$ cat src/rtl/insn_decode_stage_pkg.sv
// Shared ISA types for the decode stage.
// Kinds, decoded bundle, stage state and field limits.
package insn_decode_stage_pkg;

   typedef enum logic [2:0] {
      KIND_SET     = 3'd0,
      KIND_BRANCH  = 3'd1,
      KIND_JUMP    = 3'd2,
      KIND_OP      = 3'd3,
      KIND_NOP     = 3'd4,
      KIND_HLT     = 3'd5,
      KIND_ILLEGAL = 3'd6
   } insn_kind_e;

   typedef struct packed {
      insn_kind_e  kind;
      logic [3:0]  ra;
      logic [3:0]  rb;
      logic [4:0]  func;
      logic [15:0] imm;
      logic        relative;
      logic [15:0] pc;
   } decoded_insn_t;

   typedef enum logic [1:0] {
      ST_RUN    = 2'd0,
      ST_HALTED = 2'd1,
      ST_FAULT  = 2'd2
   } decode_state_e;

   localparam logic [4:0]  FUNC_MAX = 5'h10;
   localparam logic [15:0] INSN_HLT = 16'h0000;
   localparam logic [15:0] INSN_NOP = 16'h0001;

endpackage

$ cat src/rtl/insn_field_decode.sv
// Combinational field decoder: word + pc -> decoded bundle.
// Unused fields stay zero so execute never sees stale bits.
module insn_field_decode
   import insn_decode_stage_pkg::*;
(
   input  logic [15:0]   insn_i,
   input  logic [15:0]   pc_i,
   output decoded_insn_t dec_o
);

   logic is_hlt;
   logic is_nop;
   logic is_set;
   logic is_bj;
   logic is_op;

   assign is_hlt = (insn_i == INSN_HLT);
   assign is_nop = (insn_i == INSN_NOP);
   assign is_set = insn_i[15];
   assign is_bj  = (insn_i[15:14] == 2'b01);
   assign is_op  = (insn_i[15:13] == 3'b001)
                 && (insn_i[4:0] <= FUNC_MAX);

   // Classes are disjoint, so one-hot selection is safe.
   always_comb begin
      dec_o      = '0;
      dec_o.pc   = pc_i;
      dec_o.kind = KIND_ILLEGAL;
      unique case (1'b1)
         is_hlt: dec_o.kind = KIND_HLT;
         is_nop: dec_o.kind = KIND_NOP;
         is_set: begin
            dec_o.kind = KIND_SET;
            dec_o.ra   = insn_i[14:11];
            dec_o.imm  = {5'b0, insn_i[10:0]};
         end
         is_bj: begin
            dec_o.kind     = insn_i[13] ? KIND_BRANCH
                                        : KIND_JUMP;
            dec_o.relative = insn_i[12];
            dec_o.imm      = {{4{insn_i[12] & insn_i[11]}},
                              insn_i[11:0]};
         end
         is_op: begin
            dec_o.kind = KIND_OP;
            dec_o.ra   = insn_i[12:9];
            dec_o.rb   = insn_i[8:5];
            dec_o.func = insn_i[4:0];
         end
         default: ;
      endcase
   end

endmodule

$ cat src/rtl/insn_decode_stage.sv
// Decode stage: output register + one-entry skid, halt/fault FSM,
// and a wrapping count of emitted instructions.
module insn_decode_stage
   import insn_decode_stage_pkg::*;
#(
   parameter bit DROP_NOP    = 1'b1,
   parameter int COUNT_WIDTH = 16
) (
   input  logic                   clk,
   input  logic                   rst_n,
   input  logic                   in_valid,
   output logic                   in_ready,
   input  logic [15:0]            in_insn,
   input  logic [15:0]            in_pc,
   output logic                   out_valid,
   input  logic                   out_ready,
   output insn_kind_e             out_kind,
   output logic [3:0]             out_ra,
   output logic [3:0]             out_rb,
   output logic [4:0]             out_func,
   output logic [15:0]            out_imm,
   output logic                   out_relative,
   output logic [15:0]            out_pc,
   output logic                   halted,
   output logic                   fault,
   input  logic                   resume,
   input  logic                   flush,
   output logic [COUNT_WIDTH-1:0] emit_count
);

   decoded_insn_t          dec;
   decoded_insn_t          out_q, out_d;
   decoded_insn_t          skid_q, skid_d;
   logic                   out_valid_q, out_valid_d;
   logic                   skid_valid_q, skid_valid_d;
   logic                   rdy_en_q;
   decode_state_e          state_q, state_d;
   logic [COUNT_WIDTH-1:0] cnt_q, cnt_d;
   logic                   accept;
   logic                   emit;
   logic                   drop;
   logic                   load;
   logic                   out_free;

   insn_field_decode u_dec (
      .insn_i (in_insn),
      .pc_i   (in_pc),
      .dec_o  (dec)
   );

   // Ready depends only on registers; rdy_en_q holds it low in reset.
   assign in_ready = rdy_en_q && (state_q == ST_RUN)
                   && !skid_valid_q;
   assign accept   = in_valid && in_ready;
   assign emit     = out_valid_q && out_ready;
   assign drop     = DROP_NOP && (dec.kind == KIND_NOP);
   assign load     = accept && !drop && !flush;
   assign out_free = !out_valid_q || out_ready;

   // Output register fills from skid first, else from the new word.
   always_comb begin
      out_d        = out_q;
      out_valid_d  = out_valid_q;
      skid_d       = skid_q;
      skid_valid_d = skid_valid_q;
      if (flush) begin
         out_valid_d  = 1'b0;
         skid_valid_d = 1'b0;
      end else if (out_free) begin
         if (skid_valid_q) begin
            out_d        = skid_q;
            out_valid_d  = 1'b1;
            skid_valid_d = 1'b0;
         end else begin
            out_valid_d = load;
            if (load) out_d = dec;
         end
      end else if (load) begin
         skid_d       = dec;
         skid_valid_d = 1'b1;
      end
   end

   // Emit counter wraps naturally; flush leaves it alone.
   always_comb begin
      cnt_d = cnt_q + {{(COUNT_WIDTH-1){1'b0}}, emit};
   end

   // FSM next state: flush wins, then accepted HLT/ILLEGAL, then resume.
   always_comb begin
      state_d = state_q;
      if (flush) begin
         state_d = ST_RUN;
      end else begin
         case (state_q)
            ST_RUN: begin
               if (accept && dec.kind == KIND_HLT)
                  state_d = ST_HALTED;
               else if (accept && dec.kind == KIND_ILLEGAL)
                  state_d = ST_FAULT;
            end
            ST_HALTED: if (resume) state_d = ST_RUN;
            ST_FAULT:  state_d = ST_FAULT;
            default:   state_d = ST_RUN;
         endcase
      end
   end

   // FSM outputs.
   always_comb begin
      halted = (state_q == ST_HALTED);
      fault  = (state_q == ST_FAULT);
   end

   // State, buffers and counter.
   always_ff @(posedge clk or negedge rst_n) begin
      if (!rst_n) begin
         out_q        <= '0;
         out_valid_q  <= 1'b0;
         skid_q       <= '0;
         skid_valid_q <= 1'b0;
         rdy_en_q     <= 1'b0;
         state_q      <= ST_RUN;
         cnt_q        <= '0;
      end else begin
         out_q        <= out_d;
         out_valid_q  <= out_valid_d;
         skid_q       <= skid_d;
         skid_valid_q <= skid_valid_d;
         rdy_en_q     <= 1'b1;
         state_q      <= state_d;
         cnt_q        <= cnt_d;
      end
   end

   assign out_valid    = out_valid_q;
   assign out_kind     = out_q.kind;
   assign out_ra       = out_q.ra;
   assign out_rb       = out_q.rb;
   assign out_func     = out_q.func;
   assign out_imm      = out_q.imm;
   assign out_relative = out_q.relative;
   assign out_pc       = out_q.pc;
   assign emit_count   = cnt_q;

endmodule

$ cat config.mk
export PLATFORM = sky130hd
export DESIGN_NAME = insn_decode_stage
export DESIGN_NICKNAME = d
export VERILOG_FILES = /design/src/rtl/insn_decode_stage_pkg.sv /design/src/rtl/insn_field_decode.sv /design/src/rtl/insn_decode_stage.sv
export SDC_FILE = /design/constraint.sdc
export NUM_CORES = 1
export LEC_CHECK = 0
export CAP_MARGIN = 0
export CELL_PAD_IN_SITES_DETAIL_PLACEMENT = 1
export CELL_PAD_IN_SITES_GLOBAL_PLACEMENT = 1
export CORE_MARGIN = 1
export CORE_UTILIZATION = 42
export CTS_CLUSTER_DIAMETER = 200
export DETAILED_ROUTE_END_ITERATION = 6
export MAX_ROUTING_LAYER = met4
export PLACE_DENSITY = 0.93
export SLEW_MARGIN = 20
export SYNTH_ARGS = -nofsm -noshare
export SYNTH_HDL_FRONTEND = slang
export SYNTH_SLANG_ARGS = --single-unit
$ cat constraint.sdc
create_clock -name clk -period 3.32 [get_ports clk]
set_input_delay 0.996 -clock clk [delete_from_list [all_inputs] [get_ports clk]]
set_output_delay 0.996 -clock clk [all_outputs]
set_load 0.02 [all_outputs]
# ---- Word-level counts from Yosys, hierarchy flattened
# Index checks and enable logic that the tools add are counted.
dict set report classes {
  n_mux 19
  n_eq_ne 10
  addsub 1
  n_reduce_logical 22
  bitwise 3
  magnitude_cmp 1
}
# op n
set ops {}
lappend ops {{49-bit 2-to-1 mux} 2}
lappend ops {{16-bit one-hot mux with 2 select lines} 1}
lappend ops {{16-bit by 1-bit adder with 16-bit output} 1}
lappend ops {{16-bit by 1-bit equality test with 1-bit output, second input constant} 1}
lappend ops {{16-bit zero test} 1}
lappend ops {{3-bit one-hot mux with 5 select lines} 1}
lappend ops {{2-bit 2-to-1 mux} 5}
lappend ops {{3-bit equality test, second input constant} 3}
lappend ops {{1-bit logical AND} 9}
lappend ops {{9-bit 2-to-1 mux} 1}
lappend ops {{4-bit one-hot mux with 2 select lines} 1}
lappend ops {{1-bit 2-to-1 mux} 7}
lappend ops {{2-bit one-hot mux with 3 select lines} 1}
lappend ops {{3-bit AND reduction} 2}
lappend ops {{5-bit <= comparator, second input constant} 1}
lappend ops {{2-bit by 1-bit equality test with 1-bit output, second input constant} 2}
lappend ops {{1-bit zero test} 4}
lappend ops {{4-bit by 2-bit inequality test with 1-bit output, second input constant} 1}
lappend ops {{2-bit nonzero test} 2}
lappend ops {{3-bit by 1-bit equality test with 1-bit output, second input constant} 1}
lappend ops {{3-bit by 1-bit inequality test with 1-bit output, second input constant} 1}
lappend ops {{3-bit nonzero test} 1}
lappend ops {{2-bit equality test, second input constant} 1}
lappend ops {{2-bit zero test} 1}
lappend ops {{other kinds (4)} 5}
dict set report totals {
  out_inout_bits 69
  inputBits 38
  register_bits 119
}

# ---- Longest topological paths before layout
# Gate-level depths: netlist (run 1).
dict set report depth {
  word_depth 10
  mapped_depth 9
}

# ---- Cells and area by module
# A second synthesis (run 1) with hierarchy kept.
dict set report hier_totals {
  cells_unflattened 473
  area_unflattened_um2 5514.0
}
# module n_inst cells_each area_per_inst_um2
set modules_own_cells {}
lappend modules_own_cells {insn_decode_stage 1 403 5017.3}
lappend modules_own_cells {insn_field_decode 1 70 496.7}

# ---- Worst setup path after synthesis (run 1)
# OpenSTA, ideal clock, no wires.
dict set report synth_timing {
  kind {input-to-reg}
  start {input in_insn[15]}
  end {register skid_q[8] in the netlist's numbering}
  t_required_ns 3.193
  n_path_buf 4
  path_slack_ns 0.711
  arrival_time_ns 2.482
  stages 8
  path_cell_list {buf_2 -> nor4_1 -> and4_1 -> buf_2 -> a21o_1 -> buf_6 -> buf_4 -> mux2_1}
}
dict set report synth_between {
  elab_chain_cells 8
  elab_cells_between_ends 11
  classes_between {eq/ne (4); mux (1); reduce/logical (6)}
}
# item line_no
set synth_rtl {}
lappend synth_rtl {{from (decl)} insn_decode_stage.sv:13} ;# input logic [15:0] in_insn,
lappend synth_rtl {{branches (longest 2 deep; another with 16-bit by 1-bit equality test with 1-bit output)} n/a}
lappend synth_rtl {{3-bit one-hot mux with 5 select lines *} insn_field_decode.sv:29} ;# unique case (1'b1)
lappend synth_rtl {{3-bit equality test *} insn_decode_stage.sv:56} ;# assign drop = DROP_NOP && (dec.kind == KIND_NOP);
lappend synth_rtl {{1-bit zero test *} insn_decode_stage.sv:57} ;# assign load = accept && !drop && !flush;
lappend synth_rtl {{1-bit logical AND * (2 in series)} insn_decode_stage.sv:57}
lappend synth_rtl {{3-bit AND reduction (no line) *} n/a}
lappend synth_rtl {{to (signal assigned)} insn_decode_stage.sv:128} ;# skid_q <= skid_d;
lappend synth_rtl {{to (decl)} insn_decode_stage.sv:33} ;# decoded_insn_t skid_q, skid_d;
# Every way passes the cells marked *.
# A chain may end at the register's enable or synchronous reset.

# ---- Worst setup path in the final report (run 1)
dict set report layout_timing {
  start {register skid_valid_q}
  end {output in_ready}
}
dict set report layout_between {
  elab_chain_cells 2
}
# item line_no
set layout_rtl {}
lappend layout_rtl {{from (decl)} insn_decode_stage.sv:35} ;# logic skid_valid_q, skid_valid_d;
lappend layout_rtl {{from (signal assigned)} insn_decode_stage.sv:129} ;# skid_valid_q <= skid_valid_d;
lappend layout_rtl {{1-bit zero test} insn_decode_stage.sv:53} ;# && !skid_valid_q;
lappend layout_rtl {{1-bit logical AND} insn_decode_stage.sv:53}
lappend layout_rtl {{to (decl)} insn_decode_stage.sv:12} ;# output logic in_ready,
# Every way passes these cells.

==> impl_metrics.csv, run 1 <==
group,metric,value,unit
sta,fmax,351,MHz
yosys,synth-async-reset-ratio,100,%
sta,drv_slew,0,
clock_network,cts-root-buf,"clkbuf_16",
yosys,synth-adder-area-share,0.507,%
cells_and_area,synthToLayoutAreaGrowth,36.0,%
clock_network,numCtsBuffers,17,
global_route,grt_max_degree,69,
critical_path,path_buf_inv,1,
clock_network,cts.sinks,113,
yosys,synth_edf_count,0,
sta,worstMarginPinSlew,827,ps
place,dp_hpwl,9340,microns
critical_path,crit_path_end_kind,"primary output",
yosys,yosys_most_used_dff,"dfrtp_1",
critical_path,cp-start-kind,"flip-flop",
clock_network,htreeDepth,4,
cells_and_area,drive_gt1_share,9.48,%
power_and_ir_drop,power_frac_seq,40.3,%
place,place_inst,692,
cells_and_area,final_cells,723,
power_and_ir_drop,ir_drop,0.381,mV
cells_and_area,diodes,0,
clock_network,post_cts_buffers,0,
drt,drc,0,
sta,tns,0,ps
yosys,synthMuxAreaShare,8.03,%
power_and_ir_drop,p_clk_share,39.0,%
power_and_ir_drop,p_int,3.07,mW
global_route,grt_usage,26.3,%
yosys,synth_top_family_by_area,"compound AO/OA/AOI/OAI gates",
clock_network,clockBufferDepth,2,
sta,rsz0062_at_grt,"false",
global_route,antenna_found_initial,0,
yosys,ys_seq_elements,113,
die,dieArea,12200,sq um
cells_and_area,num-fill-cells,1223,
critical_path,critPathSlowestCell,"clkdlybuf4s50_1",
yosys,synth-compound-area-share,15.3,%
critical_path,cp.arrival,1860,ps
cells_and_area,nNetsFinal,608,
drt,num_vias,4023,
critical_path,crit_fanout,4,
sta,relSlewSlack,44.9,%
sta,min_period_over_period,85.9,%
critical_path,cp.depth,2,
sta,worst_hold_slack,471,ps
hold_path,hold_class,"reg -> reg",
critical_path,required,2320,ps
critical_path,reg2reg_depth,5,
sta,skew,11.3,ps
outcome,run_status,"finished, final reports clean",
yosys,syn_area,4940,sq um
clock_network,cts_hold_buf,0,
drt,ant_nets,0,
power_and_ir_drop,power_leakage,2.88,nW
critical_path,crit_type,"reg -> out",
yosys,synthCells,458,
die,initial_core_util,43.2,%
global_route,overflow,0,
drt,wire_per_inst,19.9,microns
yosys,synth-seq-area-share,57.3,%
global_route,grt_pass1_vias,4567,
die,core.rowCount,39,
cells_and_area,fin_area,6720,sq um
yosys,yosys_warnings,0,
yosys,synth_nets,498,
drt,firstDrtPassIters,4,
sta,hold_viol,0,
critical_path,cp_cell_sequence,"nor4b_4 -> clkdlybuf4s50_1",
job,cap_violations,0,
critical_path,max_stage_delay,660,ps
global_route,grt_pass1_wl,24200,microns
clock_network,tritoncts,"yes",
drt,drtIter0Drc,238,
drt,vias_per_cell,5.56,
hold_path,holdPathStages,1,
die,ios,107,
clock_network,clock_latency,410,ps
place,finalWeightedCongestion,0.823,
power_and_ir_drop,switching_share,28.4,%
die,dieHeight,110,microns
power_and_ir_drop,power_frac_comb,20.8,%
yosys,synth-simple-area-share,12.1,%
power_and_ir_drop,p_switching,1.22,mW
die,die-width,110,microns
power_and_ir_drop,pwr_density_cell,638,nW/um^2
clock_network,cts_resized,0,
critical_path,crit_family,"buffers and inverters",
place,port_buffers,106,
clock_network,clkTransAtPathRegs,50,ps
sta,fin_crit,2850,ps
place,dpl_cell_area,6180,sq um
die,core_area,11400,sq um
sta,setup_viol,0,
yosys,synth_cell_type_count,43,
drt,wirelength,14400,microns
yosys,synth_xor_area_share,2.48,%
yosys,synth_area_per_cell,10.8,sq um
==> worst reg2reg max path, delay by kind of cell (launching register included) <==
kind                   cells  cell delay, ps
buffers and inverters      2             850
muxes                      1             360
DFF                        1             380
AOI/OAI and AO/OA          2             640
==> final cells by class <==
type                    instances  area (sq um)  area share (%)
clock inverters                 6          57.6           0.857
flip-flops and latches        113          2830            42.1
clock buffers                  25           475            7.08
multi-input cells             307          1910            28.5
inverters                       5          18.8           0.279
well taps                     143           179            2.66
repair buffers                124          1240            18.5
==> path summary, 6_finish.rpt <==
check / endpoint / slack (ps) / from
worst max-delay path: in_ready / 470 / skid_valid_q$_DFFE_PN0P_
worst min-delay path: emit_count[15]$_DFF_PN0_ / 470 / emit_count[15]$_DFF_PN0_
worst max register to register: out_ra[3]$_DFFE_PN0P_ / 980 / skid_valid_q$_DFFE_PN0P_
worst min register to register: emit_count[15]$_DFF_PN0_ / 470 / emit_count[15]$_DFF_PN0_
max in group asynchronous: out_pc[11]$_DFFE_PN0P_ / 1910 / rst_n
min in group asynchronous: emit_count[12]$_DFF_PN0_ / 690 / rst_n
==> placed cells by master (no fill, tap or decap), drive strengths merged, types with 8 or more instances in the layout <==
| master | count |
|---|---|
| o21a | 10 |
| o211ai | 10 |
| mux2 | 21 |
| mux2i | 16 |
| o21ai | 23 |
| a21oi | 38 |
| clkbuf | 25 |
| a22o | 11 |
| clkdlybuf4s50 | 105 |
| xnor2 | 8 |
| dfrtp | 113 |
| buf | 19 |
| nand2 | 56 |
| nor2 | 50 |
| a22oi | 15 |
==> cell usage after synthesis (all sizes together) (6+ instances only) <==
| cell | count | area share, % |
|---|---|---|
| a21oi | 38 | 3.9 |
| a22o | 11 | 2.0 |
| nand3 | 6 | 0.61 |
| buf | 23 | 3.0 |
| o21a | 10 | 1.5 |
| a22oi | 15 | 2.3 |
| o21ai | 23 | 2.3 |
| clkbuf | 10 | 0.79 |
| mux2 | 21 | 4.8 |
| nand2 | 56 | 4.3 |
| mux2i | 16 | 3.2 |
| o211ai | 10 | 1.5 |
| dfrtp | 113 | 57 |
| xnor2 | 8 | 1.4 |
| xor2 | 6 | 1.1 |
| nor2 | 50 | 3.8 |
==> kinds of logic (layout without fill, tap and decap cells) <==
logic type / Yosys count / after routing
other: 1 / 1
AND/OR/NAND/NOR: 136 / 136
multiplexers: 37 / 37
AO/OA/AOI/OAI: 117 / 117
adder cells (fa/ha/maj): 2 / 2
XOR/XNOR: 14 / 14
buffers and inverters: 38 / 160
flip-flops: 113 / 113
==> through the flow <==
step	power [mW]	utilization [%]	worst slack [ps]
after floorplan	2.13	-	711
after CTS	4.31	58.8	433
final	4.29	58.8	469
after global placement	2.57	54.2	199
after global routing	4.44	58.8	357
after detailed placement	2.62	54.2	64.9
==> state kept, by name (all words and copies together) (netlist names), 3 cells and up <==
signal	flops
emit_count	16
out_func	5
out_imm	13
out_kind	3
out_pc	16
out_ra	4
out_rb	4
skid_q	46
==> power by group through the flow <==
stage	sequential, mW	clock (mW)	combinational [mW]
detailed placement	1.74	0	0.881
finish	1.73	1.67	0.889
global placement	1.72	0	0.847
CTS	1.73	1.69	0.898
global route	1.75	1.74	0.948
floorplan	1.89	0	0.242
==> per-layer routing <==
metal | routed length (microns) | vias up | GRT usage (%)
li1 | - | 1816 | -
met1 | 5890 | 2012 | 30.6
met2 | 7320 | 154 | 43.3
met3 | 714 | 41 | 5.98
met4 | 467 | 0 | 12.1
met5 | 0 | - | -
Power figures use the tool's default switching activity.
==> run 2: changes to the inputs <==
Clock period 3.32 ns to 3.5 ns, I/O delays scaled along.
==> impl_metrics.csv, run 2 (same netlist as run 1, synthesis figures left out) <==
group,metric,value,unit
drt,drc,0,
die,dieHeight,110,microns
power_and_ir_drop,pwr_density_cell,642,nW/um^2
clock_network,cts.sinks,113,
clock_network,clockBufferDepth,2,
place,dpl_cell_area,6150,sq um
clock_network,post_cts_buffers,0,
drt,drtIter0Drc,271,
power_and_ir_drop,power_leakage,2.90,nW
drt,ant_nets,0,
sta,min_period_over_period,86.9,%
critical_path,critical_path.endpoint,"skid_q[15]$_DFFE_PN0P_",
clock_network,cts_resized,0,
sta,hold_viol,0,
cells_and_area,diodes,0,
die,initial_core_util,43.2,%
power_and_ir_drop,total_power,4.36,mW
clock_network,cts-root-buf,"clkbuf_16",
global_route,grt_pass1_vias,4504,
global_route,grt_usage,27.3,%
sta,drv_slew,0,
job,cap_violations,0,
critical_path,required,3790,ps
critical_path,r2r_slack,1140,ps
critical_path,cp-startpoint,"in_insn[5]",
outcome,run_status,"finished, final reports clean",
place,dp_hpwl,9460,microns
sta,setup_viol,0,
drt,num_vias,4087,
global_route,antenna_found_initial,0,
critical_path,crit_path_end_kind,"flip-flop",
critical_path,cp.arrival,3340,ps
sta,fmax,329,MHz
die,ios,107,
cells_and_area,regMostFlops,"skid_q",
clock_network,htreeDepth,4,
power_and_ir_drop,ir_drop,0.487,mV
cells_and_area,drive_gt1_share,10.1,%
place,port_buffers,106,
die,core_area,11400,sq um
critical_path,worstReg2RegEnd,"out_imm[5]$_DFFE_PN0P_",
cells_and_area,final_cell_mix,"112 x dfrtp_1, 105 x clkdlybuf4s50_1, 56 x nand2_1, 50 x nor2_1, 38 x a21oi_1",
cells_and_area,nNetsFinal,604,
drt,firstDrtPassIters,4,
global_route,grt_pass1_wl,24600,microns
critical_path,reg2reg_depth,6,
drt,wire_per_inst,21.2,microns
sta,fin_ws,458,ps
clock_network,tritoncts,"yes",
global_route,overflow,0,
die,die-width,110,microns
clock_network,cts_hold_buf,0,
critical_path,rr_startpoint,"skid_valid_q$_DFFE_PN0P_",
sta,skew,11.3,ps
cells_and_area,final_cells,720,
critical_path,crit_type,"in -> reg",
global_route,grt_max_degree,69,
sta,relSlewSlack,45.6,%
die,core.rowCount,39,
critical_path,cp-start-kind,"input port",
place,finalWeightedCongestion,0.895,
place,dp_slack,172,ps
cells_and_area,largest_reg_flops,46,
clock_network,numCtsBuffers,17,
critical_path,crit_fanout,40,
clock_network,clock_latency,430,ps
sta,worstMarginPinSlew,816,ps
sta,tns,0,ps
drt,wirelength,15300,microns
place,place_inst,688,
clock_network,clkTransAtPathRegs,50,ps
cells_and_area,fin_area,6790,sq um
drt,vias_per_cell,5.68,
cells_and_area,synthToLayoutAreaGrowth,37.5,%
sta,fin_crit,3040,ps
sta,rsz0062_at_grt,"false",
die,dieArea,12200,sq um
cells_and_area,final_common_cell,"dfrtp_1",
hold_path,hold_class,"reg -> reg",
[run 2: cell types whose count changed in the layout (fill, tap and decap cells not counted)]
cell and delta:
buf_4 -4, inv_6 +1, clkbuf_1 -6, bufinv_16 +3, clkinv_4 +2, clkinvlp_4 +2
clkinv_2 -1
[run 2: area by class of cell]
class	count	area (sq um)
Inverter	5	18.8
Tap cell	143	179
Multi-Input combinational cell	307	1910
Clock buffer	19	453
Sequential cell	113	2830
Fill cell	1212	4630
Clock inverter	13	184
Timing Repair Buffer	120	1210
[run 2: worst min-delay path by stage]
stage,start,endpoint,slack [ps],cells past startpoint
after floorplan,skid_q[44]$_DFFE_PN0P_,skid_q[44]$_DFFE_PN0P_,450,2
after global placement,emit_count[15]$_DFF_PN0_,emit_count[15]$_DFF_PN0_,460,1
after detailed placement,emit_count[15]$_DFF_PN0_,emit_count[15]$_DFF_PN0_,470,1
after CTS,emit_count[15]$_DFF_PN0_,emit_count[15]$_DFF_PN0_,470,1
after global routing,emit_count[15]$_DFF_PN0_,emit_count[15]$_DFF_PN0_,480,1
final,emit_count[15]$_DFF_PN0_,emit_count[15]$_DFF_PN0_,470,1
[run 2: where the power goes]
part	internal, mW	switching, mW
clock	1.23	0.646
sequential	1.50	0.139
combinational	0.405	0.442
[run 2: worst max-delay path, stage by stage]
cell             delay, ps
clkdlybuf4s50_1        540
nor4_1                 450
and4_1                 450
a21o_2                 220
buf_12                 220
mux2_1                 380
[run 2: through the flow]
stage	util [%]	hold slack [ps]
global placement	53.9	458
CTS	59.5	474
detailed placement	53.9	470
global route	59.5	483
finish	59.5	467
floorplan	-	449
[run 2: layer usage]
metal	vias to the layer above	global-route usage, %	share of wire, %
met5	-	-	0
li1	1811	-	-
met3	43	6.92	4.0
met1	2097	31.2	40
met2	136	44.3	52
met4	0	14.3	3.7
